File: src/rtl/oled_pkg.sv
`default_nettype none
// ============================================================================
// Module      : oled_pkg
// Description : Shared constants, FSM state type and the address-window
//               command ROM for the SSD1331 (PmodOLEDrgb) frame streamer.
// Revision    : 1.0 - initial release
// ============================================================================
package oled_pkg;

    localparam int OLED_W      = 96;
    localparam int OLED_H      = 64;
    localparam int OLED_PIXELS = OLED_W * OLED_H;

    // SSD1331 opcodes
    localparam logic [7:0] CMD_SET_COL = 8'h15;
    localparam logic [7:0] CMD_SET_ROW = 8'h75;

    // Index of the final byte of the six-byte address-window burst
    localparam logic [2:0] CMD_LAST = 3'd5;

    typedef enum logic [1:0] {
        ST_IDLE = 2'd0,
        ST_CMD  = 2'd1,
        ST_PIX  = 2'd2,
        ST_GAP  = 2'd3
    } oled_state_t;

    // Address-window burst: column 0..col_end, then row 0..row_end
    function automatic logic [7:0] cmd_rom(input logic [2:0] idx,
                                           input logic [7:0] col_end,
                                           input logic [7:0] row_end);
        case (idx)
            3'd0:    cmd_rom = CMD_SET_COL;
            3'd2:    cmd_rom = col_end;
            3'd3:    cmd_rom = CMD_SET_ROW;
            3'd5:    cmd_rom = row_end;
            default: cmd_rom = 8'h00;
        endcase
    endfunction

endpackage
`default_nettype wire

File: src/rtl/spi_shifter.sv
`default_nettype none
// ============================================================================
// Module      : spi_shifter
// Description : 16-bit parallel-load, MSB-first SPI mode-3 shifter.
//               Each bit is SCLK_DIV cycles low then SCLK_DIV cycles high;
//               sdin only changes at the start of a low half.
//               Ports: load/len8/data start a transfer (len8 sends data[15:8]
//               only); done is high on the final cycle of the last bit so a
//               new load in that cycle continues without a bubble.
//               sclk idles high, sdin idles low.
// Revision    : 1.0 - initial release
// ============================================================================
module spi_shifter #(
    parameter int SCLK_DIV = 1
) (
    input  logic        clk,
    input  logic        reset,
    input  logic        load,
    input  logic        len8,
    input  logic [15:0] data,
    output logic        done,
    output logic        sclk,
    output logic        sdin
);

    localparam int                 c_DIV_W    = $clog2(SCLK_DIV) + 1;
    localparam logic [c_DIV_W-1:0] c_DIV_LAST = c_DIV_W'(SCLK_DIV - 1);

    logic               r_active;
    logic               r_high;
    logic [15:0]        r_sr;
    logic [3:0]         r_bits;
    logic [c_DIV_W-1:0] r_div;
    logic               w_div_end;

    assign w_div_end = (r_div == c_DIV_LAST);
    assign done      = r_active & r_high & w_div_end & (r_bits == 4'd0);
    assign sclk      = ~r_active | r_high;
    assign sdin      = r_active & r_sr[15];

    always_ff @(posedge clk) begin
        if (reset) begin
            r_active <= 1'b0;
            r_high   <= 1'b0;
            r_sr     <= '0;
            r_bits   <= '0;
            r_div    <= '0;
        end else if (load) begin
            r_active <= 1'b1;
            r_high   <= 1'b0;
            r_sr     <= data;
            r_bits   <= len8 ? 4'd7 : 4'd15;
            r_div    <= '0;
        end else if (r_active) begin
            if (!w_div_end) begin
                r_div <= r_div + c_DIV_W'(1);
            end else begin
                r_div <= '0;
                if (!r_high) begin
                    r_high <= 1'b1;
                end else if (r_bits == 4'd0) begin
                    // last bit finished and nothing queued: release the bus
                    r_active <= 1'b0;
                    r_high   <= 1'b0;
                end else begin
                    r_high <= 1'b0;
                    r_sr   <= {r_sr[14:0], 1'b0};
                    r_bits <= r_bits - 4'd1;
                end
            end
        end
    end

endmodule
`default_nettype wire

File: src/rtl/oled_frame_streamer.sv
`default_nettype none
// ============================================================================
// Module      : oled_frame_streamer
// Description : Streams RGB565 frames to an SSD1331 96x64 OLED over 4-wire
//               SPI. Each frame: six-byte address-window command burst
//               (dc=0), then WIDTH*HEIGHT pixel words (dc=1), then a
//               GAP_CYCLES chip-select-high gap.
//               Ports: enable (level) starts/continues frames; pix_index
//               drives the renderers, pixel_data returns their colour;
//               frame_begin/sending_pixels/busy report progress;
//               cs_n/sclk/sdin/dc are the Pmod pins.
// Revision    : 1.0 - initial release
// ============================================================================
module oled_frame_streamer
    import oled_pkg::*;
#(
    parameter int WIDTH      = OLED_W,
    parameter int HEIGHT     = OLED_H,
    parameter int SCLK_DIV   = 1,
    parameter int GAP_CYCLES = 16
) (
    input  logic        clk,
    input  logic        reset,
    input  logic        enable,
    input  logic [15:0] pixel_data,
    output logic [12:0] pix_index,
    output logic        frame_begin,
    output logic        sending_pixels,
    output logic        busy,
    output logic        cs_n,
    output logic        sclk,
    output logic        sdin,
    output logic        dc
);

    localparam int                 c_GAP_W    = $clog2(GAP_CYCLES) + 1;
    localparam logic [c_GAP_W-1:0] c_GAP_LAST = c_GAP_W'(GAP_CYCLES - 1);
    localparam logic [12:0]        c_PIX_LAST = 13'(WIDTH * HEIGHT - 1);
    localparam logic [7:0]         c_COL_END  = 8'(WIDTH - 1);
    localparam logic [7:0]         c_ROW_END  = 8'(HEIGHT - 1);

    oled_state_t        r_state;
    oled_state_t        w_next;
    logic [2:0]         r_byte;
    logic [c_GAP_W-1:0] r_gap;
    logic [12:0]        r_pix;
    logic               r_frame_begin;

    logic               w_load;
    logic               w_len8;
    logic [15:0]        w_load_data;
    logic               w_done;
    logic               w_pix_step;

    spi_shifter #(
        .SCLK_DIV (SCLK_DIV)
    ) u_shifter (
        .clk   (clk),
        .reset (reset),
        .load  (w_load),
        .len8  (w_len8),
        .data  (w_load_data),
        .done  (w_done),
        .sclk  (sclk),
        .sdin  (sdin)
    );

    always_ff @(posedge clk) begin
        if (reset) begin
            r_state       <= ST_IDLE;
            r_byte        <= '0;
            r_gap         <= '0;
            r_pix         <= '0;
            r_frame_begin <= 1'b0;
        end else begin
            r_state       <= w_next;
            r_frame_begin <= (r_state == ST_CMD) && (w_next == ST_PIX);
            if (r_state != ST_CMD) begin
                r_byte <= '0;
            end else if (w_done) begin
                r_byte <= r_byte + 3'd1;
            end
            if (r_state != ST_GAP) begin
                r_gap <= '0;
            end else begin
                r_gap <= r_gap + c_GAP_W'(1);
            end
            // pix_index moves only when a pixel word is loaded; the index of
            // the word just loaded plus one is presented for the next load.
            if (w_pix_step) begin
                r_pix <= (r_pix == c_PIX_LAST) ? 13'd0 : r_pix + 13'd1;
            end
        end
    end

    always_comb begin
        w_next      = r_state;
        w_load      = 1'b0;
        w_len8      = 1'b0;
        w_load_data = 16'h0000;
        case (r_state)
            ST_IDLE: begin
                if (enable) begin
                    w_next      = ST_CMD;
                    w_load      = 1'b1;
                    w_len8      = 1'b1;
                    w_load_data = {cmd_rom(3'd0, c_COL_END, c_ROW_END), 8'h00};
                end
            end
            ST_CMD: begin
                if (w_done) begin
                    w_load = 1'b1;
                    if (r_byte == CMD_LAST) begin
                        w_next      = ST_PIX;
                        w_load_data = pixel_data;
                    end else begin
                        w_len8      = 1'b1;
                        w_load_data = {cmd_rom(r_byte + 3'd1, c_COL_END, c_ROW_END), 8'h00};
                    end
                end
            end
            ST_PIX: begin
                // pix_index has wrapped to 0 only while the last word shifts
                if (w_done) begin
                    if (r_pix == 13'd0) begin
                        w_next = ST_GAP;
                    end else begin
                        w_load      = 1'b1;
                        w_load_data = pixel_data;
                    end
                end
            end
            ST_GAP: begin
                if (r_gap == c_GAP_LAST) begin
                    if (enable) begin
                        w_next      = ST_CMD;
                        w_load      = 1'b1;
                        w_len8      = 1'b1;
                        w_load_data = {cmd_rom(3'd0, c_COL_END, c_ROW_END), 8'h00};
                    end else begin
                        w_next = ST_IDLE;
                    end
                end
            end
            default: w_next = ST_IDLE;
        endcase
    end

    assign w_pix_step     = w_load & ~w_len8;
    assign pix_index      = r_pix;
    assign frame_begin    = r_frame_begin;
    assign sending_pixels = (r_state == ST_PIX);
    assign dc             = (r_state == ST_PIX);
    assign busy           = (r_state != ST_IDLE);
    assign cs_n           = ~((r_state == ST_CMD) || (r_state == ST_PIX));

endmodule
`default_nettype wire

File: config.mk
export PLATFORM = sky130hd
export DESIGN_NAME = oled_frame_streamer
export DESIGN_NICKNAME = d
export VERILOG_FILES = /design/src/rtl/oled_pkg.sv /design/src/rtl/spi_shifter.sv /design/src/rtl/oled_frame_streamer.sv
export SDC_FILE = /design/constraint.sdc
export NUM_CORES = 1
export LEC_CHECK = 0
export ABC_AREA = 1
export CORE_UTILIZATION = 50
export DETAILED_ROUTE_END_ITERATION = 8
export PLACE_DENSITY_LB_ADDON = 0.05
export SYNTH_ARGS = -nofsm -noshare
export SYNTH_HDL_FRONTEND = slang
export SYNTH_SLANG_ARGS = --single-unit
File: constraint.sdc
create_clock -name clk -period 2.82 [get_ports clk]
set_clock_uncertainty 0.2 [all_clocks]
set_input_delay 0.564 -clock clk [delete_from_list [all_inputs] [get_ports clk]]
set_output_delay 0.564 -clock clk [all_outputs]
set_load 0.005 [all_outputs]
==> results of run 1 <==
==> where the power goes <==
part	leakage, nW	internal, mW	switching, mW
combinational	1.10	0.394	0.656
clock	0.0544	0.225	0.235
sequential	0.376	0.793	0.103
total	1.54	1.41	0.994
==> sequential cells by signal, summed over array words and instances (netlist names) <==
register            flops
frame_begin             1
pix_index              13
r_byte                  3
r_gap                   5
r_state                 2
u_shifter.r_active      1
u_shifter.r_bits        4
u_shifter.r_high        1
u_shifter.r_sr         16
==> per-stage QoR <==
step	total power [mW]	hold slack (ns)	area (um^2)	utilization (%)
detailed placement	1.95	0.247	3320	59.5
global placement	1.93	0.235	3320	59.5
global route	2.60	0.288	3420	61.4
CTS	2.41	0.261	3420	61.4
finish	2.41	0.261	3420	61.4
floorplan	1.71	0.218	2920	-
==> worst paths after layout <==
| path | start | to | slack, ns | cells past startpoint |
|---|---|---|---|---|
| setup reg to reg | r_gap[0]$_SDFF_PP0_ | pix_index[9]$_SDFFE_PP0P_ | 0.38 | 13 |
| hold / removal | r_gap[0]$_SDFF_PP0_ | r_gap[0]$_SDFF_PP0_ | 0.26 | 1 |
| hold reg to reg | r_gap[0]$_SDFF_PP0_ | r_gap[0]$_SDFF_PP0_ | 0.26 | 1 |
| setup / recovery | r_gap[0]$_SDFF_PP0_ | pix_index[9]$_SDFFE_PP0P_ | 0.38 | 13 |
==> routing by layer <==
metal  track usage [%]  vias to the layer above  wire, um
li1                  -                     1475         -
met1              30.1                     1282      3310
met2              41.3                       44      3230
met3              4.30                        8       253
met4              8.15                        0        82
met5                 0                        -         0
==> cells in the mapped netlist <==
master	count
clkinv_1	1
buf_4	2
nor3_1	5
o21ai_1	1
nand3b_1	4
nand3_1	34
and3_1	1
o21bai_1	1
nor2_4	1
nand3_4	1
xnor2_1	3
o21ai_0	25
inv_2	2
nand2_8	1
inv_1	46
xor2_1	8
or2_2	2
nor4_1	1
nand2_1	103
nor3b_1	1
clkbuf_1	5
buf_2	3
nand4_1	15
buf_6	4
a21boi_0	1
nand2_4	4
nor2_8	1
nand2_2	3
dfxtp_1	46
a31oi_1	1
ha_1	15
buf_8	1
o21a_1	1
nor2_1	64
a21oi_1	26
nor2_2	2
o211ai_1	1
==> final cells by class <==
cell class	count	area [um^2]
clock buffer	7	96.3
clock inverter	1	8.76
fill	554	2150
inverter	49	184
multi-input combinational	326	1700
sequential	46	921
tap	72	90.1
timing repair buffer	43	418
==> cells by family (layout without fill, tap and decap cells) <==
group | Yosys count | after routing | synth area share (%)
simple gates | 243 | 243 | 38.5
buf+inv | 64 | 100 | 10.0
flops | 46 | 46 | 31.6
compound gates | 57 | 57 | 10.2
fa+ha+maj | 15 | 15 | 6.43
xor+xnor | 11 | 11 | 3.30
==> reports/results.tsv, run 1 <==
metric	value	unit
commonest cells after routing, fill and taps aside	nand2_1 (103), nor2_1 (64), inv_1 (46), dfxtp_1 (46), clkdlybuf4s50_1 (38)	
GRT Total Usage	24.0	%
initial antenna violation count	0	
area leader, netlist	dfxtp_1	
clk sinks	46	
Buffers & Inverters on Critical Path	1	
Synth area leaders	dfxtp_1 (32%), nand2_1 (13%), nor2_1 (8.2%)	
number of synthesized register bits	46	
share of cells above drive strength 1	6.36	%
port buffer count	38	
Clock Path Buffers	2	
core area	5570	um^2
# IOs	39	
leakage	1.54	nW
Yosys cell types	37	
GP Congestion	0.881	
Die X	78.4	um
DRC Markers	0	
Cells after DPL	536	
post-CTS sizing	0	
power per cell area	703	nW/um^2
DR WL/cell	12.6	um
Post-Synthesis Cells	436	
DP Wirelength	5020	um
Die Ht	78.4	um
slew margin rel.	69.2	%
Slew Viols, Final	0	
largest net degree at the start of global routing	25	
Clock transition at path regs	0.09	ns
Seq/Total Area, Yosys	31.6	%
1st-iter DRT viols	172	
CTS buffer count	5	
first-pass GRT wire length	11700	um
syn nets	470	
Post-CTS Setup Inserts	0	
Setup Total Neg Slack	0	ns
Vias/cell	5.16	
Critical Path Fanout Max	16	
Worst path max stage delay	0.33	ns
CTS Hold Bufs	0	
routed vias	2809	
commonest non-fill, non-tap cell in the layout	nand2_1	
final net count	505	
synthesized area per cell	6.69	um^2
synth warn	0	
antenna-violating nets left	0	
total wire length	6880	um
CTS Root Cell	clkbuf_8	
crit-path cells	ha_1 > nand2_1 > nor2_1 > ha_1 > nand3_1 > inv_1 > nor2_1 > nand2_2 > nand2_4 > nand2_8 > nand2_4 > nand2_1 > a21oi_1	
crit path launch type	flip-flop	
die area	6140	um^2
total grt overflow	0	
CP Class	reg -> reg	
Placement Setup Slack	0.230	ns
status	completed	
Fin. Hold Viols	0	
cell family with most CP delay	simple AND/OR/NAND/NOR gates	
Final setup viols	0	
Final min period	2.44	ns
CTS H-tree depth	2	
Worst Hold Class	reg -> reg	
Required @ worst endpoint	2.85	ns
number of global-route vias before repair	2619	
ANT cells	0	
share of the synthesized area in the top cell type	31.6	%
crit end category	flip-flop	
Layout Cells excl Fill	544	
RSZ-0062 raised after global routing	false	
Final Worst Setup Slack	0.384	ns
Least-Margin Pin Slew	0.461	ns
fin crit share	86.4	%
max-cap violation count	0	
Pre-antenna DRT Iters	4	
slowest cell on the critical path	dfxtp_1	
Peak VDD IR	0.330	mV
Starting Density	52.3	%
clock latency on the worst-skew pair	0.30	ns
synthesized area	2920	um^2
CTS tree	yes	
Synth-to-Final Area Change	17.3	%
Max Freq	410	MHz
row cnt	27	
data arrival time of the critical path	2.47	ns
Note: power is estimated with default switching activity, not from simulation.
==> run 2, diff against run 1 <==
--- a/config.mk
+++ b/config.mk
@@ -7,6 +7,7 @@
 export LEC_CHECK = 0
 export ABC_AREA = 1
 export CORE_UTILIZATION = 50
+export CTS_CLUSTER_DIAMETER = 50
 export DETAILED_ROUTE_END_ITERATION = 8
 export PLACE_DENSITY_LB_ADDON = 0.05
 export SYNTH_ARGS = -nofsm -noshare
==> results of run 2 <==
Final layout, timing and power as in run 1 (identical DEF).
==> run 3, diff against run 2 <==
--- a/config.mk
+++ b/config.mk
@@ -9,6 +9,7 @@
 export CORE_UTILIZATION = 50
 export CTS_CLUSTER_DIAMETER = 50
 export DETAILED_ROUTE_END_ITERATION = 8
+export MAX_ROUTING_LAYER = met4
 export PLACE_DENSITY_LB_ADDON = 0.05
 export SYNTH_ARGS = -nofsm -noshare
 export SYNTH_HDL_FRONTEND = slang
==> run 3 against run 2 <==
Effect of this change:
- hold slack about the same
- non-clock buffer count unchanged
- sequential power is essentially flat
- power is essentially flat
- clock power is essentially flat
- utilization did not move
- routed wire length is essentially flat
- cell count is the same
- critical path type unchanged
- critical endpoint unchanged
==> reports/results.tsv, run 3 (synthesis results as in run 1) <==
metric	value	unit
Int Power	1.41	mW
max-cap violation count	0	
CTS Root Cell	clkbuf_8	
placed inst area	3320	um^2
switch share	41.3	%
finished layout cell area	3420	um^2
Cells after DPL	536	
number of global-route vias before repair	2616	
max reg flops	16	
post-CTS sizing	0	
Peak VDD IR	0.330	mV
core area	5570	um^2
ANT cells	0	
Die Ht	78.4	um
RSZ-0062 raised after global routing	false	
# IOs	39	
Setup Total Neg Slack	0	ns
GP Congestion	0.896	
CTS Hold Bufs	0	
Least-Margin Pin Slew	0.461	ns
combinational share of power	43.7	%
reg2reg setup slack	0.39	ns
Final min period	2.43	ns
antenna-violating nets left	0	
port buffer count	38	
Layout Cells excl Fill	544	
clk sinks	46	
DRC Markers	0	
Die X	78.4	um
crit end category	flip-flop	
Clock Path Buffers	2	
final net count	505	
slew margin rel.	69.2	%
Required @ worst endpoint	2.85	ns
Clock power frac	19.1	%
commonest non-fill, non-tap cell in the layout	nand2_1	
commonest cells after routing, fill and taps aside	nand2_1 (103), nor2_1 (64), inv_1 (46), dfxtp_1 (46), clkdlybuf4s50_1 (38)	
row cnt	27	
Seq pwr share	37.2	%
Setup crit end	pix_index[9]$_SDFFE_PP0P_	
total wire length	6880	um
Finished Core Util	61.4	%
Slew Viols, Final	0	
first-pass GRT wire length	11800	um
Worst Reg2Reg Path Length in Cells	13	
CP Class	reg -> reg	
Worst path max stage delay	0.33	ns
critical path launch point	r_gap[0]$_SDFF_PP0_	
leakage	1.54	nW
Starting Density	52.3	%
Critical Path Fanout Max	16	
die area	6140	um^2
Buffers & Inverters on Critical Path	1	
total grt overflow	0	
Synth-to-Final Area Change	17.3	%
fin crit share	86.3	%
Max Freq	411	MHz
slowest cell on the critical path	dfxtp_1	
largest net degree at the start of global routing	25	
crit-path cells	ha_1 > nand2_1 > nor2_1 > ha_1 > nand3_1 > inv_1 > nor2_1 > nand2_2 > nand2_4 > nand2_8 > nand2_4 > nand2_1 > a21oi_1	
CTS buffer count	5	
Biggest register	u_shifter.r_sr	
routed vias	2812	
Final setup viols	0	
Worst Hold Class	reg -> reg	
Critical Path Stages	13	
CTS tree	yes	
DP Wirelength	5020	um
Clock transition at path regs	0.09	ns
Worst R2R Start	r_gap[0]$_SDFF_PP0_	
CTS H-tree depth	2	
initial antenna violation count	0	
crit path launch type	flip-flop	
data arrival time of the critical path	2.47	ns
DR WL/cell	12.7	um
Fin. Hold Viols	0	
capturing point of the worst reg2reg path	pix_index[9]$_SDFFE_PP0P_	
clock latency on the worst-skew pair	0.30	ns
sw power	0.995	mW
status	completed	
1st-iter DRT viols	173	
cell family with most CP delay	simple AND/OR/NAND/NOR gates	
Vias/cell	5.17	
final hold slack	0.261	ns
GRT Total Usage	24.7	%
Post-CTS Setup Inserts	0	
power per cell area	703	nW/um^2
Pre-antenna DRT Iters	4	
share of cells above drive strength 1	6.36	%
==> run 3: cell counts in the layout (fill, tap and decap cells not counted) <==
Identical to the previous run, type by type.
==> run 3: final cells by class <==
class | instances | area [um^2]
Clock buffer | 7 | 96.3
Clock inverter | 1 | 8.76
Tap cell | 72 | 90.1
Timing Repair Buffer | 43 | 418
Multi-Input combinational cell | 326 | 1700
Sequential cell | 46 | 921
Fill cell | 554 | 2150
Inverter | 49 | 184
==> run 3: worst min-delay path by stage <==
stage	cells past startpoint	slack [ns]	end	start
detailed placement	1	0.25	r_gap[0]$_SDFF_PP0_	r_gap[0]$_SDFF_PP0_
global route	1	0.29	r_gap[0]$_SDFF_PP0_	r_gap[0]$_SDFF_PP0_
floorplan	1	0.22	r_gap[0]$_SDFF_PP0_	r_gap[0]$_SDFF_PP0_
CTS	1	0.26	r_gap[0]$_SDFF_PP0_	r_gap[0]$_SDFF_PP0_
finish	1	0.26	r_gap[0]$_SDFF_PP0_	r_gap[0]$_SDFF_PP0_
global placement	1	0.23	r_gap[0]$_SDFF_PP0_	r_gap[0]$_SDFF_PP0_
==> run 3: power by group through the flow <==
stage                     logic [mW]  registers [mW]  clock network (mW)
after floorplan                0.829           0.878                   0
after global placement          1.03           0.902                   0
after detailed placement        1.05           0.906                   0
after CTS                       1.05           0.893               0.470
after global routing            1.20           0.914               0.493
final                           1.05           0.896               0.460
==> run 3: worst reg2reg max path, cell delays in order, from the launching register on <==
cell	delay, ns
dfxtp_1	0.33
ha_1	0.21
nand2_1	0.09
nor2_1	0.05
ha_1	0.20
nand3_1	0.15
inv_1	0.08
nor2_1	0.17
nand2_2	0.20
nand2_4	0.16
nand2_8	0.11
nand2_4	0.18
nand2_1	0.08
a21oi_1	0.16
==> run 3: through the flow <==
step	power [mW]	worst slack, ns
after floorplan	1.71	0.778
after global placement	1.93	0.291
after detailed placement	1.95	0.230
after CTS	2.41	0.403
after global routing	2.60	0.166
final	2.41	0.387
==> run 3: metal layers <==
layer / part of all wire [%] / global-route usage (%)
met5: 0 / -
met1: 48 / 30.4
met2: 47 / 41.2
met4: 1.2 / 8.15
met3: 3.7 / 4.19
